### config.mk
export PLATFORM = sky130hd
export DESIGN_NAME = alu_issue_ctrl_flat
export DESIGN_NICKNAME = d
export VERILOG_FILES = /design/src/rtl/alu_issue_ctrl_if.sv /design/src/rtl/alu_issue_ctrl.sv /design/src/flat_wrapper.sv
export SDC_FILE = /design/constraint.sdc
export NUM_CORES = 1
export LEC_CHECK = 0
export ABC_CLOCK_PERIOD_IN_PS = 1850
export CAP_MARGIN = 40
export CORE_MARGIN = 2
export CORE_UTILIZATION = 40
export DETAILED_ROUTE_END_ITERATION = 10
export PLACE_DENSITY = 0.73
export SETUP_SLACK_MARGIN = 0.1
export SYNTH_ARGS = -nofsm -noshare
export SYNTH_HDL_FRONTEND = slang
export SYNTH_SLANG_ARGS = --single-unit
### constraint.sdc
create_clock -name clk -period 1.85 [get_ports clk]
set_input_delay 0.185 -clock clk [delete_from_list [all_inputs] [get_ports clk]]
set_output_delay 0.185 -clock clk [all_outputs]
set_load 0.02 [all_outputs]
### src/rtl/alu_issue_ctrl_if.sv
// Bundles the instruction handshake, ALU drive/capture, host write and debug
// signals of the ALU issue controller.
interface alu_issue_ctrl_if #(
  parameter int AW = 2,
  parameter int DW = 8
);
  logic          instr_valid;
  logic          instr_ready;
  logic [7:0]    instr;
  logic [2:0]    alu_op;
  logic [DW-1:0] alu_in1;
  logic [DW-1:0] alu_in2;
  logic [DW-1:0] alu_out;
  logic          alu_zero;
  logic          host_we;
  logic [AW-1:0] host_waddr;
  logic [DW-1:0] host_wdata;
  logic [AW-1:0] dbg_raddr;
  logic [DW-1:0] dbg_rdata;
  logic          done;
  logic [DW-1:0] result;
  logic          zero_flag;

  modport slave (
    input  instr_valid, instr, alu_out, alu_zero,
           host_we, host_waddr, host_wdata, dbg_raddr,
    output instr_ready, alu_op, alu_in1, alu_in2, dbg_rdata,
           done, result, zero_flag
  );

  modport master (
    output instr_valid, instr, alu_out, alu_zero,
           host_we, host_waddr, host_wdata, dbg_raddr,
    input  instr_ready, alu_op, alu_in1, alu_in2, dbg_rdata,
           done, result, zero_flag
  );
endinterface

### src/rtl/alu_issue_ctrl.sv
// ALU issue controller: accepts instruction words, drives the external ALU
// from the register file and writes the captured result back.
module alu_issue_ctrl #(
  parameter int AW = 2,
  parameter int DW = 8
) (
  input  logic               clk,
  input  logic               rst_n,
  alu_issue_ctrl_if.slave    bus
);
  localparam int unsigned NREG = 1 << AW;

  typedef enum logic [1:0] {
    S_IDLE  = 2'd0,
    S_ISSUE = 2'd1,
    S_DONE  = 2'd2
  } state_t;

  state_t        r_state;
  state_t        w_next;
  logic          w_ready;
  logic          w_accept;
  logic          w_alu_wr;

  logic [DW-1:0] r_rf [NREG];
  logic [1:0]    r_ra;
  logic          r_wb;
  logic [2:0]    r_alu_op;
  logic [DW-1:0] r_alu_in1;
  logic [DW-1:0] r_alu_in2;
  logic [DW-1:0] r_result;
  logic          r_zero;

  always_ff @(posedge clk or negedge rst_n) begin
    if (!rst_n) r_state <= S_IDLE;
    else        r_state <= w_next;
  end

  always_comb begin
    w_next  = r_state;
    w_ready = 1'b0;
    case (r_state)
      S_IDLE: begin
        w_ready = 1'b1;
        if (bus.instr_valid) w_next = S_ISSUE;
      end
      S_ISSUE: w_next = S_DONE;
      S_DONE: begin
        w_ready = 1'b1;
        w_next  = bus.instr_valid ? S_ISSUE : S_IDLE;
      end
      default: w_next = S_IDLE;
    endcase
  end

  assign w_accept = bus.instr_valid & w_ready;
  assign w_alu_wr = (r_state == S_ISSUE) & r_wb;

  always_ff @(posedge clk or negedge rst_n) begin
    if (!rst_n) begin
      r_ra      <= '0;
      r_wb      <= 1'b0;
      r_alu_op  <= '0;
      r_alu_in1 <= '0;
      r_alu_in2 <= '0;
      r_result  <= '0;
      r_zero    <= 1'b0;
    end else begin
      if (w_accept) begin
        r_ra      <= bus.instr[4:3];
        r_wb      <= bus.instr[0];
        r_alu_op  <= bus.instr[7:5];
        r_alu_in1 <= r_rf[bus.instr[4:3]];
        r_alu_in2 <= r_rf[bus.instr[2:1]];
      end
      if (r_state == S_ISSUE) begin
        r_result <= bus.alu_out;
        r_zero   <= bus.alu_zero;
      end
    end
  end

  // ALU writeback takes priority over a host write to the same entry.
  always_ff @(posedge clk or negedge rst_n) begin
    if (!rst_n) begin
      for (int unsigned i = 0; i < NREG; i++) r_rf[i] <= '0;
    end else begin
      for (int unsigned i = 0; i < NREG; i++) begin
        if (w_alu_wr && r_ra == 2'(i))
          r_rf[i] <= bus.alu_out;
        else if (bus.host_we && bus.host_waddr == AW'(i))
          r_rf[i] <= bus.host_wdata;
      end
    end
  end

  assign bus.instr_ready = w_ready;
  assign bus.alu_op      = r_alu_op;
  assign bus.alu_in1     = r_alu_in1;
  assign bus.alu_in2     = r_alu_in2;
  assign bus.dbg_rdata   = r_rf[bus.dbg_raddr];
  assign bus.done        = (r_state == S_DONE);
  assign bus.result      = r_result;
  assign bus.zero_flag   = r_zero;
endmodule

### src/flat_wrapper.sv
// flat-port wrapper written by rule: the top's interface ports become plain ports
module alu_issue_ctrl_flat 
#(
  parameter int AW = 2,
  parameter int DW = 8
)
  (clk, rst_n, bus_instr_valid, bus_instr, bus_alu_out, bus_alu_zero, bus_host_we, bus_host_waddr, bus_host_wdata, bus_dbg_raddr, bus_instr_ready, bus_alu_op, bus_alu_in1, bus_alu_in2, bus_dbg_rdata, bus_done, bus_result, bus_zero_flag);
  alu_issue_ctrl_if #(.AW(AW), .DW(DW)) bus_i ();
  input  logic clk;
  input  logic rst_n;
  input wire logic [$bits(bus_i.instr_valid)-1:0] bus_instr_valid;
  input wire logic [$bits(bus_i.instr)-1:0] bus_instr;
  input wire logic [$bits(bus_i.alu_out)-1:0] bus_alu_out;
  input wire logic [$bits(bus_i.alu_zero)-1:0] bus_alu_zero;
  input wire logic [$bits(bus_i.host_we)-1:0] bus_host_we;
  input wire logic [$bits(bus_i.host_waddr)-1:0] bus_host_waddr;
  input wire logic [$bits(bus_i.host_wdata)-1:0] bus_host_wdata;
  input wire logic [$bits(bus_i.dbg_raddr)-1:0] bus_dbg_raddr;
  output wire logic [$bits(bus_i.instr_ready)-1:0] bus_instr_ready;
  output wire logic [$bits(bus_i.alu_op)-1:0] bus_alu_op;
  output wire logic [$bits(bus_i.alu_in1)-1:0] bus_alu_in1;
  output wire logic [$bits(bus_i.alu_in2)-1:0] bus_alu_in2;
  output wire logic [$bits(bus_i.dbg_rdata)-1:0] bus_dbg_rdata;
  output wire logic [$bits(bus_i.done)-1:0] bus_done;
  output wire logic [$bits(bus_i.result)-1:0] bus_result;
  output wire logic [$bits(bus_i.zero_flag)-1:0] bus_zero_flag;
  assign bus_i.instr_valid = bus_instr_valid;
  assign bus_i.instr = bus_instr;
  assign bus_i.alu_out = bus_alu_out;
  assign bus_i.alu_zero = bus_alu_zero;
  assign bus_i.host_we = bus_host_we;
  assign bus_i.host_waddr = bus_host_waddr;
  assign bus_i.host_wdata = bus_host_wdata;
  assign bus_i.dbg_raddr = bus_dbg_raddr;
  assign bus_instr_ready = bus_i.instr_ready;
  assign bus_alu_op = bus_i.alu_op;
  assign bus_alu_in1 = bus_i.alu_in1;
  assign bus_alu_in2 = bus_i.alu_in2;
  assign bus_dbg_rdata = bus_i.dbg_rdata;
  assign bus_done = bus_i.done;
  assign bus_result = bus_i.result;
  assign bus_zero_flag = bus_i.zero_flag;
  alu_issue_ctrl #(.AW(AW), .DW(DW)) u_core (.clk(clk), .rst_n(rst_n), .bus(bus_i));
endmodule
==> impl_metrics.env, run 1 <==
export IMPL_synth_cell_type_count=18
export IMPL_overflow=0
export IMPL_cts_root_buffer="clkbuf_8"
export IMPL_p_leak_nw=1.98
export IMPL_die_w_um=96.8
export IMPL_slowest_delay_ps=480
export IMPL_cts_tree="built"
export IMPL_grt_pass1_wl_um=13200
export IMPL_grt_start_max_net_pins=66
export IMPL_dp_hpwl_um=5750
export IMPL_maxCapViolCount=0
export IMPL_vias=2274
export IMPL_dpl_cell_count=410
export IMPL_arrival_ps=1890
export IMPL_grt_setup_unrepaired="no"
export IMPL_fin_crit_sh_pct=90.0
export IMPL_setup_viol=0
export IMPL_layout_drive_gt1_share_pct=49.7
export IMPL_status="finished clean"
export IMPL_hold_viol_final=0
export IMPL_period_needed_ps=1660
export IMPL_final_cell_mix="78 x mux2_2, 65 x dfrtp_1, 58 x clkdlybuf4s50_1, 27 x nand2_1, 24 x mux4_2"
export IMPL_worstPathRequired_ps=2070
export IMPL_drt_wl_total_um=8160
export IMPL_core_area_um2=8300
export IMPL_drcViolationCount=0
export IMPL_gp_congestion=0.784
export IMPL_end_kind="flip-flop"
export IMPL_h_tree_depth=3
export IMPL_ant_nets=0
export IMPL_ys_ff_latch=65
export IMPL_clockBufferDepth=2
export IMPL_path_clk_slew_ps=80
export IMPL_port_buffer_count=70
export IMPL_start_kind="flip-flop"
export IMPL_worst_pin_slew_ps=400
export IMPL_yosysSeqAreaShare_pct=47.2
export IMPL_powerDensity_nw_per_um2=1160
export IMPL_netlist_area_um2=3440
export IMPL_synth_warnings=0
export IMPL_dr_pass1_iters=4
export IMPL_diodes=0
export IMPL_fmax_ghz=0.601
export IMPL_grt_use_total_pct=18.3
export IMPL_fp_dieArea_um2=9370
export IMPL_cp_cell_sequence="nand2b_1, or4b_1, buf_4, mux2_4"
export IMPL_pin_count=71
export IMPL_die_h_um=96.8
export IMPL_wl_per_cell_um=19.1
export IMPL_cts_sinks=65
export IMPL_hp_class="in2reg"
export IMPL_synth_cells=227
export IMPL_max_slew_margin_rel_pct=73.2
export IMPL_mostFrequentLayoutCell="mux2_2"
export IMPL_utilization_pct=56.1
export IMPL_antenna_found_initial=0
export IMPL_final_nets=350
export IMPL_first_iter_violations=82
export IMPL_first_global_vias=2406
export IMPL_syn_nets=260
export IMPL_synth_avg_cell_area_um2=15.2
export IMPL_stdcell_count=427
export IMPL_slowest_stage="or4b_1"
export IMPL_area_growth_pct=35.2
export IMPL_crit_fanout=8
export IMPL_slew_violations=0
export IMPL_viasPerCell=5.33
export IMPL_path_class="reg2reg"
export IMPL_clk_latency_ps=340
export IMPL_cts_buffers=9
export IMPL_fin_worst_skew_ps=6.67
export IMPL_num_rows=33
export IMPL_start_util_pct=41.5
export IMPL_vdd_ir_drop_max_mv=0.443
## final cells by class
class	count	area (um^2)
Multi-Input combinational cell	148	1750
Fill cell	678	3640
Tap cell	105	131
Inverter	2	7.51
Clock buffer	9	124
Clock inverter	7	95.1
Sequential cell	65	1630
Timing Repair Buffer	91	920
## repair_timing
| item | in CTS | in global routing |
|---|---|---|
| setup buffers | 0 | 0 |
| hold buffers | 1 | 0 |
| resized for setup | 33 | 2 |
| endpoints found under the setup margin | 9 | 5 |
| hold endpoints to repair | 65 | 0 |
## worst paths after layout
kind / end / slack, ps / cells past startpoint / startpoint
min in group asynchronous: u_core.r_rf[0]$_DFFE_PN0P_ / 370 / 3 / rst_n
min: u_core.bus.zero_flag$_DFFE_PN0N_ / 360 / 3 / bus_alu_zero
max reg2reg: u_core.r_rf[31]$_DFFE_PN0P_ / 190 / 4 / u_core.r_state[1]$_DFFE_PN0P_
max in group asynchronous: u_core.bus.alu_in2[7]$_DFFE_PN0P_ / 1190 / 3 / rst_n
min reg2reg: u_core.bus.result[7]$_DFFE_PN0N_ / 490 / 2 / u_core.bus.result[7]$_DFFE_PN0N_
max: u_core.r_rf[31]$_DFFE_PN0P_ / 190 / 4 / u_core.r_state[1]$_DFFE_PN0P_
## report_power, final
part / switching, W / internal (W)
registers: 0.000306 / 0.00182
logic: 0.000772 / 0.00118
clock network: 0.000573 / 0.000758
total: 0.00165 / 0.00376
## cell usage after synthesis
cell / n / area, um^2
or4b_1: 1 / 10.0
inv_1: 2 / 7.51
mux2_2: 78 / 878
nand2_1: 27 / 101
dfrtp_1: 65 / 1630
buf_2: 6 / 30.0
nand3_1: 1 / 5.00
nand2b_1: 1 / 6.26
nor3b_4: 1 / 18.8
nand4_2: 1 / 12.5
mux2_4: 8 / 120
buf_1: 3 / 11.3
mux4_2: 24 / 541
buf_6: 1 / 11.3
nor2b_1: 2 / 12.5
nand3b_1: 2 / 15.0
clkbuf_1: 2 / 7.51
nand4b_2: 2 / 30.0
## worst max-delay path: cells and delay by family (launching register included)
| family | cells | cell delay (ps) |
|---|---|---|
| muxes | 1 | 300 |
| buffers and inverters | 1 | 210 |
| and+or+nand+nor | 2 | 670 |
| DFF | 1 | 370 |
## flip-flops by register name (all words and copies together), names as in the netlist
name	flops
u_core.r_rf	32
u_core.bus.alu_in1	8
u_core.bus.alu_in2	8
u_core.bus.result	8
u_core.bus.alu_op	3
u_core.r_ra	2
u_core.r_state	2
u_core.bus.zero_flag	1
u_core.r_wb	1
## routing by layer
metal  global-route usage [%]  share of wire [%]  vias up
met3                     5.42                4.3        8
li1                         -                  -     1033
met2                     28.9                 49       61
met5                        0                  0        -
met1                     24.7                 46     1172
met4                     5.20               0.85        0
## cells by family after synthesis
| group | synth area share [%] |
|---|---|
| buf+inv | 1.96 |
| mux | 44.7 |
| flops | 47.2 |
| simple gates | 6.14 |
## metrics by stage
stage	power [W]	hold WS [ps]	TNS, ps	area (um^2)	worst slack [ps]
6_report	0.00541	363	0	4660	185
2_1_floorplan	0.00329	-111	0	3440	328
3_3_place_gp	0.00412	229	-1860	4460	-245
5_1_grt	0.00570	365	0	4660	138
4_1_cts	0.00547	340	0	4650	102
3_5_place_dp	0.00417	234	-2110	4460	-276
Power figures use the tool's default switching activity.
==> inputs of run 2 (changes only) <==
--- a/config.mk
+++ b/config.mk
@@ -8,10 +8,11 @@
 export ABC_CLOCK_PERIOD_IN_PS = 1850
 export CAP_MARGIN = 40
 export CORE_MARGIN = 2
-export CORE_UTILIZATION = 40
+export CORE_UTILIZATION = 51
 export DETAILED_ROUTE_END_ITERATION = 10
-export PLACE_DENSITY = 0.73
+export PLACE_DENSITY = 0.88
 export SETUP_SLACK_MARGIN = 0.1
+export SKIP_CTS_REPAIR_TIMING = 1
 export SYNTH_ARGS = -nofsm -noshare
 export SYNTH_HDL_FRONTEND = slang
 export SYNTH_SLANG_ARGS = --single-unit
==> impl_metrics.env, run 2 (same netlist as run 1, synthesis figures left out) <==
export IMPL_ant_nets=0
export IMPL_fin_tns_setup_ps=0
export IMPL_first_iter_violations=125
export IMPL_fin_worst_skew_ps=4.43
export IMPL_fp_dieArea_um2=7430
export IMPL_path_clk_slew_ps=60
export IMPL_multiInputGateArea_um2=1750
export IMPL_final_nets=350
export IMPL_fin_crit_sh_pct=96.0
export IMPL_slew_violations=0
export IMPL_crit_fanout=4
export IMPL_drt_wl_total_um=7920
export IMPL_hold_slack_ps=378
export IMPL_arrival_ps=1590
export IMPL_final_cell_mix="78 x mux2_2, 65 x dfrtp_1, 59 x clkdlybuf4s50_1, 27 x nand2_1, 24 x mux4_2"
export IMPL_largest_reg_flops=32
export IMPL_first_global_vias=2440
export IMPL_power_w=0.00514
export IMPL_overflow=0
export IMPL_cts_tree="built"
export IMPL_largest_register="u_core.r_rf"
export IMPL_end_kind="output port"
export IMPL_clockBufferDepth=2
export IMPL_powerDensity_nw_per_um2=1120
export IMPL_h_tree_depth=3
export IMPL_nFillCells=446
export IMPL_diodes=0
export IMPL_max_slew_margin_rel_pct=74.9
export IMPL_slowest_delay_ps=530
export IMPL_worst_pin_slew_ps=376
export IMPL_fmax_ghz=0.563
export IMPL_grt_setup_unrepaired="yes"
export IMPL_mostFrequentLayoutCell="mux2_2"
export IMPL_area_growth_pct=32.8
export IMPL_vias=2303
export IMPL_hp_class="in2reg"
export IMPL_cts_root_buffer="clkbuf_8"
export IMPL_antenna_found_initial=0
export IMPL_die_w_um=86.2
export IMPL_viasPerCell=5.80
export IMPL_grt_start_max_net_pins=66
export IMPL_grt_pass1_wl_um=12800
export IMPL_port_buffer_count=70
export IMPL_vdd_ir_drop_max_mv=0.786
export IMPL_maxCapViolCount=0
export IMPL_start_util_pct=53.3
export IMPL_layout_drive_gt1_share_pct=48.1
export IMPL_status="finished clean"
export IMPL_hold_viol_final=0
export IMPL_dp_hpwl_um=5550
export IMPL_die_h_um=86.2
export IMPL_slowest_stage="mux4_2"
export IMPL_path_class="in2out"
export IMPL_pin_count=71
export IMPL_gp_congestion=0.753
export IMPL_start_kind="input port"
export IMPL_clk_latency_ps=340
export IMPL_wl_per_cell_um=19.9
export IMPL_setup_viol=0
export IMPL_period_needed_ps=1780
export IMPL_grt_use_total_pct=23.5
export IMPL_cp_cell_sequence="clkdlybuf4s50_1, buf_4, mux4_2, dlymetal6s2s_1"
export IMPL_drcViolationCount=0
export IMPL_num_rows=29
export IMPL_worstPathRequired_ps=1660
export IMPL_dpl_cell_count=382
export IMPL_p_leak_nw=1.97
export IMPL_cts_sinks=65
export IMPL_cts_buffers=9
export IMPL_dr_pass1_iters=4
export IMPL_dp_slack_ps=-252
export IMPL_seq_area_um2=1630
export IMPL_fin_ws_ps=74.6
export IMPL_core_area_um2=6460
export IMPL_stdcell_count=397
## run 2: worst paths after layout
path | from | end | slack (ps) | depth (start not counted)
min in group asynchronous | rst_n | u_core.bus.result[5]$_DFFE_PN0N_ | 390 | 3
max in group asynchronous | rst_n | u_core.bus.alu_in1[5]$_DFFE_PN0P_ | 1200 | 3
worst max register to register | u_core.r_state[1]$_DFFE_PN0P_ | u_core.r_rf[31]$_DFFE_PN0P_ | 190 | 4
worst max-delay path | bus_dbg_raddr[0] | bus_dbg_rdata[3] | 70 | 4
worst min register to register | u_core.bus.zero_flag$_DFFE_PN0N_ | u_core.bus.zero_flag$_DFFE_PN0N_ | 490 | 2
worst min-delay path | bus_alu_zero | u_core.bus.zero_flag$_DFFE_PN0N_ | 380 | 3
## run 2: worst max-delay path: cells and delay by family
family / cells / cell delay [ps]
buffers and inverters: 3 / 880
muxes: 1 / 530
## run 2: stage by stage
step / utilization (%) / instance area, um^2
global route: 70.8 / 4570
floorplan: - / 3440
CTS: 71.1 / 4590
detailed placement: 68.6 / 4430
global placement: 68.6 / 4430
finish: 70.8 / 4570
## run 2: routing by layer
metal / share of wire [%] / GRT usage, %
met5: 0 / 0
met4: 1.6 / 8.95
met3: 6.0 / 5.33
met2: 50 / 37.6
met1: 42 / 31.7
## run 2: report_power, final
part	internal, W	total (W)	switching (W)
registers	0.00182	0.00213	0.000306
logic	0.00118	0.00196	0.000778
clock network	0.000547	0.00105	0.000503
## run 2: final cells by class
class | instances | area share (%)
clock buffers | 14 | 3.56
inverters | 2 | 0.164
multi-input cells | 148 | 38.3
flip-flops and latches | 65 | 35.6
well taps | 77 | 2.11
repair buffers | 91 | 20.3
==> inputs of run 3 (changes only) <==
--- a/config.mk
+++ b/config.mk
@@ -8,9 +8,10 @@
 export ABC_CLOCK_PERIOD_IN_PS = 1850
 export CAP_MARGIN = 40
 export CORE_MARGIN = 2
-export CORE_UTILIZATION = 51
+export CORE_UTILIZATION = 35
 export DETAILED_ROUTE_END_ITERATION = 10
-export PLACE_DENSITY = 0.88
+export MAX_ROUTING_LAYER = met4
+export PLACE_DENSITY = 0.66
 export SETUP_SLACK_MARGIN = 0.1
 export SKIP_CTS_REPAIR_TIMING = 1
 export SYNTH_ARGS = -nofsm -noshare
==> impl_metrics.env, run 3 (same netlist as run 1, synthesis figures left out) <==
export IMPL_num_rows=36
export IMPL_largest_register="u_core.r_rf"
export IMPL_hold_viol_final=0
export IMPL_r2r_worst_path_cells=4
export IMPL_period_needed_ps=1670
export IMPL_utilization_pct=48.8
export IMPL_start_kind="flip-flop"
export IMPL_p_seq_share_pct=40.4
export IMPL_first_iter_violations=117
export IMPL_diodes=0
export IMPL_port_buffer_count=70
export IMPL_reg2reg_slack_ps=220
export IMPL_die_w_um=103
export IMPL_power_w=0.00525
export IMPL_cts_root_buffer="clkbuf_8"
export IMPL_status="finished clean"
export IMPL_slew_violations=0
export IMPL_swShare_pct=31.4
export IMPL_vdd_ir_drop_max_mv=0.481
export IMPL_pin_count=71
export IMPL_die_h_um=103
export IMPL_max_slew_margin_rel_pct=70.3
export IMPL_powerDensity_nw_per_um2=1110
export IMPL_hp_class="in2async"
export IMPL_p_switching_w=0.00165
export IMPL_first_global_vias=2353
export IMPL_hold_slack_ps=310
export IMPL_grt_use_total_pct=17.7
export IMPL_gp_congestion=0.787
export IMPL_cts_tree="built"
export IMPL_largest_reg_flops=32
export IMPL_area_growth_pct=37.3
export IMPL_wl_per_cell_um=18.8
export IMPL_overflow=0
export IMPL_fin_worst_skew_ps=10.9
export IMPL_fmax_ghz=0.599
export IMPL_clockBufferDepth=2
export IMPL_clk_latency_ps=350
export IMPL_worstPathRequired_ps=1660
export IMPL_maxCapViolCount=0
export IMPL_grt_pass1_wl_um=13300
export IMPL_p_clk_share_pct=21.4
export IMPL_setup_viol=0
export IMPL_mostFrequentLayoutCell="mux2_2"
export IMPL_drcViolationCount=0
export IMPL_start_util_pct=35.6
export IMPL_layout_drive_gt1_share_pct=47.8
export IMPL_dr_pass1_iters=4
export IMPL_p_comb_share_pct=38.1
export IMPL_path_class="reg2out"
export IMPL_path_clk_slew_ps=80
export IMPL_core_area_um2=9680
export IMPL_cts_buffers=9
export IMPL_worst_pin_slew_ps=445
export IMPL_antenna_found_initial=0
export IMPL_viasPerCell=5.02
export IMPL_grt_setup_unrepaired="no"
export IMPL_final_cell_mix="78 x mux2_2, 65 x dfrtp_1, 58 x clkdlybuf4s50_1, 27 x nand2_1, 24 x mux4_2"
export IMPL_drt_wl_total_um=8570
export IMPL_rr_startpoint="u_core.r_state[1]$_DFFE_PN0P_"
export IMPL_final_nets=352
export IMPL_dp_hpwl_um=6020
export IMPL_nFillCells=887
export IMPL_p_int_w=0.00360
export IMPL_ant_nets=0
export IMPL_end_kind="output port"
export IMPL_r2r_end="u_core.r_rf[24]$_DFFE_PN0P_"
export IMPL_fin_crit_sh_pct=90.2
export IMPL_vias=2294
export IMPL_p_leak_nw=2.05
export IMPL_cts_sinks=65
export IMPL_h_tree_depth=3
export IMPL_fp_dieArea_um2=10700
export IMPL_arrival_ps=1480
export IMPL_grt_start_max_net_pins=34
export IMPL_crit_fanout=4
==> run 3: cell count changes in the layout (fill, tap and decap cells not counted) <==
cell             previous run  this run
clkbuf_2                    7         0
dlymetal6s2s_1              3        10
buf_4                      12        15
clkbuf_1                    3         0
clkinv_2                    0         3
clkinvlp_4                  0         2
clkdlybuf4s50_1            59        58
==> run 3: routing by layer <==
metal | share of wire [%] | GRT usage [%]
met1 | 45 | 23.2
met2 | 49 | 27.5
met3 | 4.6 | 4.03
met4 | 1.5 | 5.97
met5 | 0 | -
==> run 3: power groups by stage <==
stage               Sequential [W]  Combinational [W]  Clock [W]
floorplan                  0.00230           0.000983          0
global placement           0.00213            0.00200          0
detailed placement         0.00215            0.00203          0
CTS                        0.00212            0.00204    0.00116
global route               0.00218            0.00214    0.00121
finish                     0.00212            0.00200    0.00112
==> run 3: cell type report <==
type / instances / area, um^2 / area share, %
repair buffers: 93 / 993 / 21.0
multi-input cells: 148 / 1750 / 37.1
clock buffers: 11 / 151 / 3.20
well taps: 133 / 166 / 3.52
inverters: 2 / 7.51 / 0.159
clock inverters: 5 / 30.0 / 0.635
flip-flops and latches: 65 / 1630 / 34.4
==> run 3: worst max-delay path by stage <==
stage                                  start                           to  slack (ps)
3_3_place_gp                bus_dbg_raddr[0]             bus_dbg_rdata[4]        -250
5_1_grt        u_core.r_state[1]$_DFFE_PN0P_  u_core.r_rf[24]$_DFFE_PN0P_         140
3_5_place_dp                bus_dbg_raddr[0]             bus_dbg_rdata[4]        -260
4_1_cts                     bus_dbg_raddr[0]             bus_dbg_rdata[4]        -270
6_report          u_core.r_rf[4]$_DFFE_PN0P_             bus_dbg_rdata[4]         180
2_1_floorplan  u_core.r_state[1]$_DFFE_PN0P_  u_core.r_rf[24]$_DFFE_PN0P_         330
==> run 3: through the flow <==
step / instances / setup WS (ps) / setup TNS [ps] / area, um^2
floorplan: 227 / 328 / 0 / 3440
global placement: 440 / -250 / -1910 / 4510
detailed placement: 440 / -259 / -1900 / 4510
CTS: 456 / -267 / -1910 / 4700
global route: 457 / 136 / 0 / 4730
finish: 457 / 181 / 0 / 4730
==> run 3: worst max-delay path: stages (launching register included) <==
cell and delay (ps):
dfrtp_1 420, mux4_2 490, dlymetal6s2s_1 230
